[src/rtl/vga_pkg.sv]
// Shared types and default 800x480 timing for the pixel-clock video stage.
package vga_pkg;

  typedef struct packed {
    logic [7:0] r;
    logic [7:0] g;
    logic [7:0] b;
  } rgb_t;

  localparam int DEF_HDISP  = 800;
  localparam int DEF_HFP    = 40;
  localparam int DEF_HPULSE = 48;
  localparam int DEF_HBP    = 40;
  localparam int DEF_VDISP  = 480;
  localparam int DEF_VFP    = 13;
  localparam int DEF_VPULSE = 3;
  localparam int DEF_VBP    = 29;

  // Bar order left to right: white, yellow, cyan, green, magenta, red, blue, black.
  localparam rgb_t BAR_COLOURS [8] = '{
    '{8'hFF, 8'hFF, 8'hFF},
    '{8'hFF, 8'hFF, 8'h00},
    '{8'h00, 8'hFF, 8'hFF},
    '{8'h00, 8'hFF, 8'h00},
    '{8'hFF, 8'h00, 8'hFF},
    '{8'hFF, 8'h00, 8'h00},
    '{8'h00, 8'h00, 8'hFF},
    '{8'h00, 8'h00, 8'h00}
  };

  function automatic rgb_t bar_colour(input logic [2:0] idx);
    return BAR_COLOURS[idx];
  endfunction

endpackage

[src/rtl/vga_hv_counter.sv]
// Cascaded horizontal/vertical position counters with porch/sync/display region flags.
module vga_hv_counter
  import vga_pkg::*;
#(
  parameter int HDISP  = DEF_HDISP,
  parameter int HFP    = DEF_HFP,
  parameter int HPULSE = DEF_HPULSE,
  parameter int HBP    = DEF_HBP,
  parameter int VDISP  = DEF_VDISP,
  parameter int VFP    = DEF_VFP,
  parameter int VPULSE = DEF_VPULSE,
  parameter int VBP    = DEF_VBP,
  localparam int HTOT  = HFP + HPULSE + HBP + HDISP,
  localparam int VTOT  = VFP + VPULSE + VBP + VDISP,
  localparam int HW    = $clog2(HTOT),
  localparam int VW    = $clog2(VTOT)
) (
  input  logic          clk,
  input  logic          rst_n,
  output logic [HW-1:0] hcnt,
  output logic [VW-1:0] vcnt,
  output logic          hdisp,
  output logic          vdisp,
  output logic          hsync,
  output logic          vsync
);

  localparam logic [HW-1:0] H_MAX      = HW'(HTOT - 1);
  localparam logic [HW-1:0] HS_START   = HW'(HFP);
  localparam logic [HW-1:0] HS_END     = HW'(HFP + HPULSE);
  localparam logic [HW-1:0] HD_START   = HW'(HFP + HPULSE + HBP);
  localparam logic [VW-1:0] V_MAX      = VW'(VTOT - 1);
  localparam logic [VW-1:0] VS_START   = VW'(VFP);
  localparam logic [VW-1:0] VS_END     = VW'(VFP + VPULSE);
  localparam logic [VW-1:0] VD_START   = VW'(VFP + VPULSE + VBP);

  always_ff @(posedge clk or negedge rst_n) begin
    if (!rst_n) begin
      hcnt <= '0;
      vcnt <= '0;
    end else if (hcnt == H_MAX) begin
      hcnt <= '0;
      vcnt <= (vcnt == V_MAX) ? '0 : vcnt + 1'b1;
    end else begin
      hcnt <= hcnt + 1'b1;
    end
  end

  // Region order on both axes: front porch, sync, back porch, display.
  assign hsync = (hcnt >= HS_START) && (hcnt < HS_END);
  assign hdisp = (hcnt >= HD_START);
  assign vsync = (vcnt >= VS_START) && (vcnt < VS_END);
  assign vdisp = (vcnt >= VD_START);

endmodule

[src/rtl/vga_timing_gen.sv]
// Video timing stage: HS/VS/DE generation, FIFO pixel pop and registered RGB with underflow flag.
// Optional colour-bar generator enabled by defining VGA_TEST_PATTERN_EN.
module vga_timing_gen
  import vga_pkg::*;
#(
  parameter int HDISP  = DEF_HDISP,
  parameter int HFP    = DEF_HFP,
  parameter int HPULSE = DEF_HPULSE,
  parameter int HBP    = DEF_HBP,
  parameter int VDISP  = DEF_VDISP,
  parameter int VFP    = DEF_VFP,
  parameter int VPULSE = DEF_VPULSE,
  parameter int VBP    = DEF_VBP
) (
  input  logic        pixel_clk,
  input  logic        pixel_rst_n,
  input  logic [23:0] pix_data,
  input  logic        pix_empty,
  output logic        pix_rd,
  input  logic        pattern_sel,
  output logic        video_hs,
  output logic        video_vs,
  output logic        video_de,
  output logic [23:0] video_rgb,
  output logic        frame_start,
  output logic        pix_underflow
);

  localparam int HTOT = HFP + HPULSE + HBP + HDISP;
  localparam int VTOT = VFP + VPULSE + VBP + VDISP;
  localparam int HW   = $clog2(HTOT);
  localparam int VW   = $clog2(VTOT);

  logic [HW-1:0] hcnt_p0;
  logic [VW-1:0] vcnt_p0;
  logic          hdisp_p0;
  logic          vdisp_p0;
  logic          hsync_p0;
  logic          vsync_p0;
  logic          disp_p0;
  logic          pattern_active_p0;
  logic          underflow_p0;
  rgb_t          bar_rgb_p0;

  vga_hv_counter #(
    .HDISP  (HDISP),
    .HFP    (HFP),
    .HPULSE (HPULSE),
    .HBP    (HBP),
    .VDISP  (VDISP),
    .VFP    (VFP),
    .VPULSE (VPULSE),
    .VBP    (VBP)
  ) u_hv (
    .clk   (pixel_clk),
    .rst_n (pixel_rst_n),
    .hcnt  (hcnt_p0),
    .vcnt  (vcnt_p0),
    .hdisp (hdisp_p0),
    .vdisp (vdisp_p0),
    .hsync (hsync_p0),
    .vsync (vsync_p0)
  );

`ifdef VGA_TEST_PATTERN_EN
  localparam int            BAR_W    = (HDISP / 8 > 0) ? HDISP / 8 : 1;
  localparam logic [HW-1:0] BAR_W_V  = HW'(BAR_W);
  localparam logic [HW-1:0] HD_START = HW'(HFP + HPULSE + HBP);
  localparam logic [HW-1:0] LAST_BAR = HW'(7);

  logic [HW-1:0] xpos_p0;
  logic [HW-1:0] bar_full_p0;
  logic [2:0]    bar_idx_p0;

  assign pattern_active_p0 = pattern_sel;
  assign xpos_p0           = hcnt_p0 - HD_START;
  assign bar_full_p0       = xpos_p0 / BAR_W_V;
  // Leftover pixels when HDISP is not a multiple of 8 stay in the last bar.
  assign bar_idx_p0        = (bar_full_p0 > LAST_BAR) ? 3'd7 : bar_full_p0[2:0];
  assign bar_rgb_p0        = bar_colour(bar_idx_p0);
`else
  logic unused_pattern_sel;

  assign pattern_active_p0  = 1'b0;
  assign bar_rgb_p0         = '0;
  assign unused_pattern_sel = pattern_sel;
`endif

  assign disp_p0      = hdisp_p0 && vdisp_p0;
  // Gate with reset so the FIFO is never popped while the block is held in reset.
  assign pix_rd       = pixel_rst_n && disp_p0 && !pix_empty && !pattern_active_p0;
  assign underflow_p0 = disp_p0 && pix_empty && !pattern_active_p0;

  // ---- stage 1: registered video outputs ----
  logic        hs_p1;
  logic        vs_p1;
  logic        vld_p1;
  logic [23:0] rgb_p1;
  logic        fs_p1;
  logic        uf_p1;

  always_ff @(posedge pixel_clk or negedge pixel_rst_n) begin
    if (!pixel_rst_n) begin
      hs_p1  <= 1'b1;
      vs_p1  <= 1'b1;
      vld_p1 <= 1'b0;
      rgb_p1 <= '0;
      fs_p1  <= 1'b0;
      uf_p1  <= 1'b0;
    end else begin
      hs_p1  <= !hsync_p0;
      vs_p1  <= !vsync_p0;
      vld_p1 <= disp_p0;
      fs_p1  <= (hcnt_p0 == '0) && (vcnt_p0 == '0);
      if (pix_rd)
        rgb_p1 <= pix_data;
      else if (pattern_active_p0 && disp_p0)
        rgb_p1 <= bar_rgb_p0;
      else
        rgb_p1 <= '0;
      if (underflow_p0)
        uf_p1 <= 1'b1;
    end
  end

  assign video_hs      = hs_p1;
  assign video_vs      = vs_p1;
  assign video_de      = vld_p1;
  assign video_rgb     = rgb_p1;
  assign frame_start   = fs_p1;
  assign pix_underflow = uf_p1;

endmodule
[config.mk]
export PLATFORM = sky130hd
export DESIGN_NAME = vga_timing_gen
export DESIGN_NICKNAME = d
export VERILOG_FILES = /design/src/rtl/vga_pkg.sv /design/src/rtl/vga_hv_counter.sv /design/src/rtl/vga_timing_gen.sv
export SDC_FILE = /design/constraint.sdc
export NUM_CORES = 1
export LEC_CHECK = 0
export BUFFER_PORTS_ARGS = -buffer_cell sky130_fd_sc_hd__clkbuf_2
export CAP_MARGIN = 10
export CELL_PAD_IN_SITES_DETAIL_PLACEMENT = 1
export CELL_PAD_IN_SITES_GLOBAL_PLACEMENT = 1
export CORE_MARGIN = 1.5
export CORE_UTILIZATION = 40
export CTS_BUF_LIST = sky130_fd_sc_hd__clkbuf_8 sky130_fd_sc_hd__clkbuf_16
export CTS_CLUSTER_SIZE = 20
export DETAILED_ROUTE_END_ITERATION = 6
export MAX_ROUTING_LAYER = met4
export PLACE_DENSITY = 0.85
export SETUP_SLACK_MARGIN = 0.05
export SLEW_MARGIN = 20
export SYNTH_ARGS = -nofsm -noshare
export SYNTH_HDL_FRONTEND = slang
export SYNTH_SLANG_ARGS = --single-unit
[constraint.sdc]
create_clock -name pixel_clk -period 2.3 [get_ports pixel_clk]
set_input_delay 0 -clock pixel_clk [delete_from_list [all_inputs] [get_ports pixel_clk]]
set_output_delay 0 -clock pixel_clk [all_outputs]
set_load 0.005 [all_outputs]
==> results.txt, run 1 <==
----------------------------------------------------
[Placed design]
  DPL Wire Length ... 3.38 mm
  Post-DP Area ... 0.00253 sq mm
  Port Buffer Count ... 56
  Placer Congestion ... 0.818

[Layout]
  Number of nets in the finished design ... 328
  Layout Cell Area excl Fill ... 0.00288 sq mm
  Fraction of final layout cells sized beyond drive strength 1 ... 0.261
  Final core utilization ... 0.553
  Antenna diode instance count ... 0
  Commonest non-fill, non-tap cells in the layout ... sky130_fd_sc_hd__clkbuf_2, sky130_fd_sc_hd__dfrtp_1, sky130_fd_sc_hd__nand2_1
  Leading cell type in the layout, fill and taps excluded ... sky130_fd_sc_hd__clkbuf_2
  Layout Area Growth over Synthesis ... 30.1%

[Yosys]
  Simple-Gate Fraction of Synth Area ... 0.261
  Combinational family with the most area after synthesis ... simple AND/OR/NAND/NOR gates
  Number of warnings printed during yosys synthesis ... 0
  Number of instances in the synthesized netlist ... 215
  Fraction of the yosys area taken by sequential cells ... 0.555
  Flip-flop and latch count after synthesis ... 49
  Commonest register cell after synthesis ... sky130_fd_sc_hd__dfrtp_1
  Number of nets produced by synthesis ... 249
  Synth Area in Compound Gates ... 0.0566
  Share of flip-flops with an asynchronous set or reset after synthesis ... 1.00
  Number of distinct library cells after synthesis ... 44
  Post-Synthesis Cell Area ... 0.00221 sq mm
  Number of flops mapped to enable cells by yosys ... 0
  Post-synthesis xor/xnor area fraction ... 0.0356
  Average instance area after synthesis ... 10.3 sq um
  Mux share of post-synthesis cell area ... 0.00679
  Fraction of the mapped netlist area in adder cells ... 0.0339

[Die]
  Chip Width ... 77.4 um
  Core ar. ... 0.00520 sq mm
  Top-level I/O count ... 58
  Initial core utilization ... 0.425
  Total die area ... 0.00599 sq mm
  Standard-cell rows ... 26
  Vertical die dimension ... 77.4 um

[Routing]
  WL per Instance ... 18.2 um
  Detailed Route WL ... 6.65 mm
  Total vias in the final route ... 1901
  Drt first-iter violations ... 105
  DRC errors left ... 0
  Number of nets with antenna violations after routing ... 0
  First-pass DRT Iterations ... 4
  Post-detailed-route via-to-cell ratio ... 5.21

[Worst setup path]
  Launching point of the worst reg2reg path ... u_hv.hcnt[0]$_DFF_PN0_
  Worst reg2reg path depth ... 5
  Crit path max fanout ... 27
  Crit. Startpoint ... u_hv.vcnt[0]$_DFFE_PN0N_
  Data arrival at the endpoint of the critical path ... 2040 ps
  FF-to-FF setup slack ... 430 ps
  Type of the worst setup path ... flop to output pin
  Reg-to-reg endpoint ... u_hv.vcnt[4]$_DFFE_PN0N_
  Startpoint class of the critical path ... flop
  Critical Path End Type ... output pin
  Endpoint required time on the critical path ... 2300 ps
  Endpoint of the worst setup timing path ... pix_rd

[STA]
  Maximum clock rate ... 490 MHz
  Share of the cycle needed by the critical path after routing ... 0.888
  Fin Clk Skew ... 6.95 ps
  Final Max Slew Viols ... 0
  Headroom to the max-slew limit ... 0.595
  Setup tns final ... 0 ps
  Worst slew pin tran ... 608 ps
  Setup repair after global routing missed its margin ... no
  Number of hold-slack violations in the final timing report ... 0
  Min Tclk post-route ... 2040 ps
  Endpoints failing setup ... 0

[Clock network]
  Clock tree from TritonCTS ... done
  Number of CTS-inserted buffers ... 5
  Clock-pin slew on the worst setup and hold paths ... 100 ps
  Clock Sink Count ... 49
  Clk Latency, worst-skew pair ... 310 ps
  Post-CTS Repair Setup Buffers ... 0
  Master cell of the clock root buffer ... sky130_fd_sc_hd__clkbuf_8
  CTS H-tree depth ... 2
  Maximum buffer depth of the clock tree ... 2

[Power]
  Leakage dissipation ... 1.36 nW
  Power per unit of standard cell area ... 520 mW/mm^2
  Largest vdd supply drop ... 0.000321 V
  Final Power ... 0.00150 W

[GRT]
  Global-route congestion overflow total ... 0
  Vias in the first global route ... 2120
  GRT Util Overall ... 0.250
  Largest net degree at the start of global routing ... 50
  Global-route wire length before repair ... 11.0 mm
  Number of antenna violations at the first check in global routing ... 0

[Worst hold path]
  Kind of path behind the tightest hold check ... input pin to asynchronous set/reset pin

[Job]
  Max-capacitance violation count ... 0

[Outcome]
  Status ... finished clean

----------------------------------------------------
[final cells by class]
class	count	area (sq um)
tap	70	87.6
inverter	7	26.3
timing repair buffer	86	571
sequential	49	1230
fill	601	2330
clock buffer	5	68.8
multi-input combinational	145	877
clock inverter	3	18.8
[worst max-delay path, cell delays in order (launching register included)]
cell and delay (ps):
sky130_fd_sc_hd__dfrtp_1 430, sky130_fd_sc_hd__inv_1 110, sky130_fd_sc_hd__ha_1 210, sky130_fd_sc_hd__nand2b_1 100
sky130_fd_sc_hd__a21oi_1 70, sky130_fd_sc_hd__o21a_1 190, sky130_fd_sc_hd__buf_4 230, sky130_fd_sc_hd__nor3b_1 240
sky130_fd_sc_hd__clkbuf_2 150
[cells in the mapped netlist (6+ instances only)]
master | instances | area share
sky130_fd_sc_hd__dfrtp_1 | 47 | 0.53
sky130_fd_sc_hd__nand2_1 | 33 | 0.056
sky130_fd_sc_hd__nor3_1 | 28 | 0.063
sky130_fd_sc_hd__inv_1 | 7 | 0.012
sky130_fd_sc_hd__nand3_1 | 7 | 0.016
sky130_fd_sc_hd__nor2_1 | 7 | 0.012
sky130_fd_sc_hd__xnor2_1 | 7 | 0.028
sky130_fd_sc_hd__clkbuf_1 | 6 | 0.010
sky130_fd_sc_hd__ha_1 | 6 | 0.034
sky130_fd_sc_hd__nand4_1 | 6 | 0.017
sky130_fd_sc_hd__o21ai_0 | 6 | 0.014
[logic make-up after synthesis]
kind of cell	Yosys count
AND/OR/NAND/NOR	109
flip-flops	49
buffers and inverters	21
AO/OA/AOI/OAI	20
XOR/XNOR	9
adder cells (fa/ha/maj)	6
multiplexers	1
[registers in the layout (all words and copies together), names as in the netlist]
signal         cells
video_rgb         24
u_hv.hcnt         10
u_hv.vcnt         10
frame_start        1
pix_underflow      1
video_de           1
video_hs           1
video_vs           1
[per-stage QoR]
| step | std cells | setup WS, ps | hold slack (ps) |
|---|---|---|---|
| after floorplan | 215 | 612 | -296 |
| after global placement | 331 | 543 | 197 |
| after detailed placement | 331 | 473 | 193 |
| after CTS | 365 | 317 | 403 |
| after global routing | 365 | 165 | 444 |
| final | 365 | 259 | 374 |
[timing repair]
| action | 4_1_cts | 5_1_grt |
|---|---|---|
| hold endpoints to repair | 72 | 0 |
| resized for setup | 0 | 0 |
| hold buffers | 26 | 0 |
| endpoints found under the setup margin | 0 | 0 |
[power breakdown]
group | total (W) | internal, W | switching [W]
sequential | 0.000863 | 0.000862 | 0.000000672
combinational | 0.000101 | 0.0000520 | 0.0000492
clock | 0.000533 | 0.000211 | 0.000322
[worst min path at each step]
| stage | from | endpoint | slack [ps] | cells after the start |
|---|---|---|---|---|
| 2_1_floorplan | pixel_rst_n | frame_start$_DFF_PN0_ | -300 | 0 |
| 6_report | pixel_rst_n | video_rgb[23]$_DFF_PN0_ | 370 | 3 |
| 4_1_cts | pixel_rst_n | u_hv.hcnt[8]$_DFF_PN0_ | 400 | 3 |
| 3_5_place_dp | pixel_rst_n | u_hv.hcnt[8]$_DFF_PN0_ | 190 | 2 |
| 3_3_place_gp | pixel_rst_n | u_hv.hcnt[8]$_DFF_PN0_ | 200 | 2 |
| 5_1_grt | pixel_rst_n | video_rgb[23]$_DFF_PN0_ | 440 | 3 |
[layer usage]
| layer | global-route usage | share of wire | vias up |
|---|---|---|---|
| met3 | 0.0482 | 0.044 | 18 |
| met2 | 0.377 | 0.47 | 69 |
| met1 | 0.332 | 0.45 | 931 |
| li1 | - | - | 883 |
| met4 | 0.105 | 0.034 | 0 |
| met5 | - | 0 | - |
No activity file was read; power rests on OpenSTA's default activity.
==> inputs of run 2 (changes only) <==
clock period = 2.29 ns   (was 2.3 ns; I/O delays follow)
==> results.txt, run 2 (synthesized netlist as in run 1, its figures left out) <==
----------------------------------------------------
[Placed design]
  Worst slack at placement ... 447 ps (-26.6 ps)
  Placer Congestion ... 0.801 (-2.1%)
  Port Buffer Count ... 56 (unchanged)
  DPL Wire Length ... 3.49 mm (+3.1%)

[Power]
  Net switching power ... 0.000359 W (-3.3%)
  Leakage dissipation ... 1.38 nW (+1.3%)
  Largest vdd supply drop ... 0.000418 V (+30%)
  Part of the power in combinational logic ... 0.062 (-0.006)
  Proportion of total power due to net switching ... 0.224 (-0.0240)
  Power per unit of standard cell area ... 552 mW/mm^2 (+6.1%)
  Clock network fraction of design power ... 0.397 (+0.041)
  Register share of total power ... 0.541 (-0.035)
  P_int ... 0.00124 W (+10%)

[GRT]
  GRT Util Overall ... 0.252 (+0.00201)
  Number of antenna violations at the first check in global routing ... 0 (unchanged)
  Global-route congestion overflow total ... 0 (unchanged)
  Largest net degree at the start of global routing ... 50 (unchanged)
  Vias in the first global route ... 2113 (-0.33%)
  Global-route wire length before repair ... 11.0 mm (about the same)

[Routing]
  Detailed Route WL ... 6.77 mm (+1.8%)
  First-pass DRT Iterations ... 4 (unchanged)
  Routed length on met3 ... 379 um (+30%)
  Routed wire length on met2 ... 3.29 mm (+5.8%)
  Number of nets with antenna violations after routing ... 0 (unchanged)
  DRC errors left ... 0 (unchanged)
  WL per Instance ... 18.5 um (+1.8%)
  Total vias in the final route ... 1921 (+1.1%)
  Post-detailed-route via-to-cell ratio ... 5.26 (+1.1%)
  M1 WL ... 2.94 mm (-2.9%)
  Top sig layer ... met4
  Drt first-iter violations ... 77 (-27%)

[Clock network]
  Clock-pin slew on the worst setup and hold paths ... 100 ps (about the same)
  # resized after CTS ... 0 (unchanged)
  Number of CTS-inserted buffers ... 5 (unchanged)
  CTS H-tree depth ... 2 (unchanged)
  Clock Sink Count ... 49 (unchanged)
  Maximum buffer depth of the clock tree ... 2 (unchanged)
  Clk Latency, worst-skew pair ... 310 ps (about the same)
  Master cell of the clock root buffer ... sky130_fd_sc_hd__clkbuf_8
  Clock tree from TritonCTS ... done

[Worst setup path]
  FF-to-FF setup slack ... 380 ps (-50 ps)
  Type of the worst setup path ... flop to output pin
  Startpoint class of the critical path ... flop
  Endpoint required time on the critical path ... 2290 ps (about the same)
  Worst reg2reg path depth ... 5 (unchanged)
  Crit path max fanout ... 27 (unchanged)
  Data arrival at the endpoint of the critical path ... 2030 ps (about the same)
  Critical Path End Type ... output pin

[Die]
  Total die area ... 0.00599 sq mm (unchanged)
  Chip Width ... 77.4 um (unchanged)
  Core ar. ... 0.00520 sq mm (unchanged)
  Standard-cell rows ... 26 (unchanged)
  Initial core utilization ... 0.425 (unchanged)
  Top-level I/O count ... 58 (unchanged)
  Vertical die dimension ... 77.4 um (unchanged)

[Worst hold path]
  Kind of path behind the tightest hold check ... input pin to asynchronous set/reset pin

[Outcome]
  Status ... finished clean

[STA]
  Endpoints failing setup ... 0 (unchanged)
  Fin Clk Skew ... 19.5 ps (+12.5 ps)
  Final Max Slew Viols ... 0 (unchanged)
  Share of the cycle needed by the critical path after routing ... 0.885
  Maximum clock rate ... 494 MHz
  Final worst slack ... 264 ps (+5.13 ps)
  Worst slack on hold paths ... 399 ps (+24.4 ps)
  Headroom to the max-slew limit ... 0.578 (-0.0167)
  Setup tns final ... 0 ps (unchanged)
  Worst slew pin tran ... 633 ps (+25.1 ps)
  Number of hold-slack violations in the final timing report ... 0 (unchanged)
  Min Tclk post-route ... 2030 ps
  Setup repair after global routing missed its margin ... no

[Layout]
  Fraction of final layout cells sized beyond drive strength 1 ... 0.261 (unchanged)
  Commonest non-fill, non-tap cells in the layout ... sky130_fd_sc_hd__clkbuf_2, sky130_fd_sc_hd__dfrtp_1, sky130_fd_sc_hd__nand2_1
  Leading cell type in the layout, fill and taps excluded ... sky130_fd_sc_hd__clkbuf_2
  Layout Area Growth over Synthesis ... 31.2%
  Antenna diode instance count ... 0 (unchanged)
  Final core utilization ... 0.557 (+0.00457)
  Number of nets in the finished design ... 328 (unchanged)
  Largest register FFs ... 24 (unchanged)

[Job]
  Max-capacitance violation count ... 0 (unchanged)

----------------------------------------------------
run 2: layout make-up:
| class | count | area, sq um |
|---|---|---|
| Fill cell | 592 | 2300 |
| Inverter | 7 | 26.3 |
| Multi-Input combinational cell | 145 | 877 |
| Timing Repair Buffer | 86 | 571 |
| Tap cell | 70 | 87.6 |
| Clock inverter | 3 | 42.5 |
| Clock buffer | 5 | 68.8 |
| Sequential cell | 49 | 1230 |
run 2: stage by stage:
step	std cells	power, W	instance area [sq um]
4_1_cts	365	0.00160	2900
6_report	365	0.00160	2900
2_1_floorplan	215	0.000897	2210
3_3_place_gp	331	0.000941	2530
3_5_place_dp	331	0.000943	2530
5_1_grt	365	0.00164	2900
run 2: power by group through the flow:
stage | clock network (W) | registers [W] | logic [W]
after floorplan | 0 | 0.000883 | 0.0000142
after global placement | 0 | 0.000883 | 0.0000576
after detailed placement | 0 | 0.000883 | 0.0000596
after CTS | 0.000636 | 0.000866 | 0.0000943
after global routing | 0.000670 | 0.000867 | 0.000108
final | 0.000635 | 0.000866 | 0.0000998
run 2: final timing paths:
kind,to,startpoint
min reg2reg,u_hv.vcnt[8]$_DFFE_PN0N_,u_hv.vcnt[8]$_DFFE_PN0N_
max,pix_rd,u_hv.vcnt[1]$_DFFE_PN0N_
min,video_de$_DFF_PN0_,pixel_rst_n
max in group asynchronous,u_hv.vcnt[7]$_DFFE_PN0N_,pixel_rst_n
min in group pixel_clk,video_rgb[6]$_DFF_PN0_,pix_data[6]
max reg2reg,u_hv.vcnt[4]$_DFFE_PN0N_,u_hv.hcnt[0]$_DFF_PN0_
run 2: what timing repair did:
item	CTS	global route
setup buffers	0	0
hold buffers	26	0
endpoints found under the hold margin	72	0
run 2: worst max-delay path, stage by stage (launching register included):
cell and delay, ps:
sky130_fd_sc_hd__dfrtp_1 430, sky130_fd_sc_hd__inv_1 150, sky130_fd_sc_hd__ha_1 160, sky130_fd_sc_hd__nand2b_1 130, sky130_fd_sc_hd__a21oi_1 80, sky130_fd_sc_hd__o21a_1 190, sky130_fd_sc_hd__buf_4 220, sky130_fd_sc_hd__nor3b_1 210
sky130_fd_sc_hd__clkbuf_2 150
run 2: per-layer routing:
layer	GRT usage	vias up
met5	-	-
met4	0.0927	0
met3	0.0635	14
met2	0.418	75
met1	0.297	942
li1	-	890
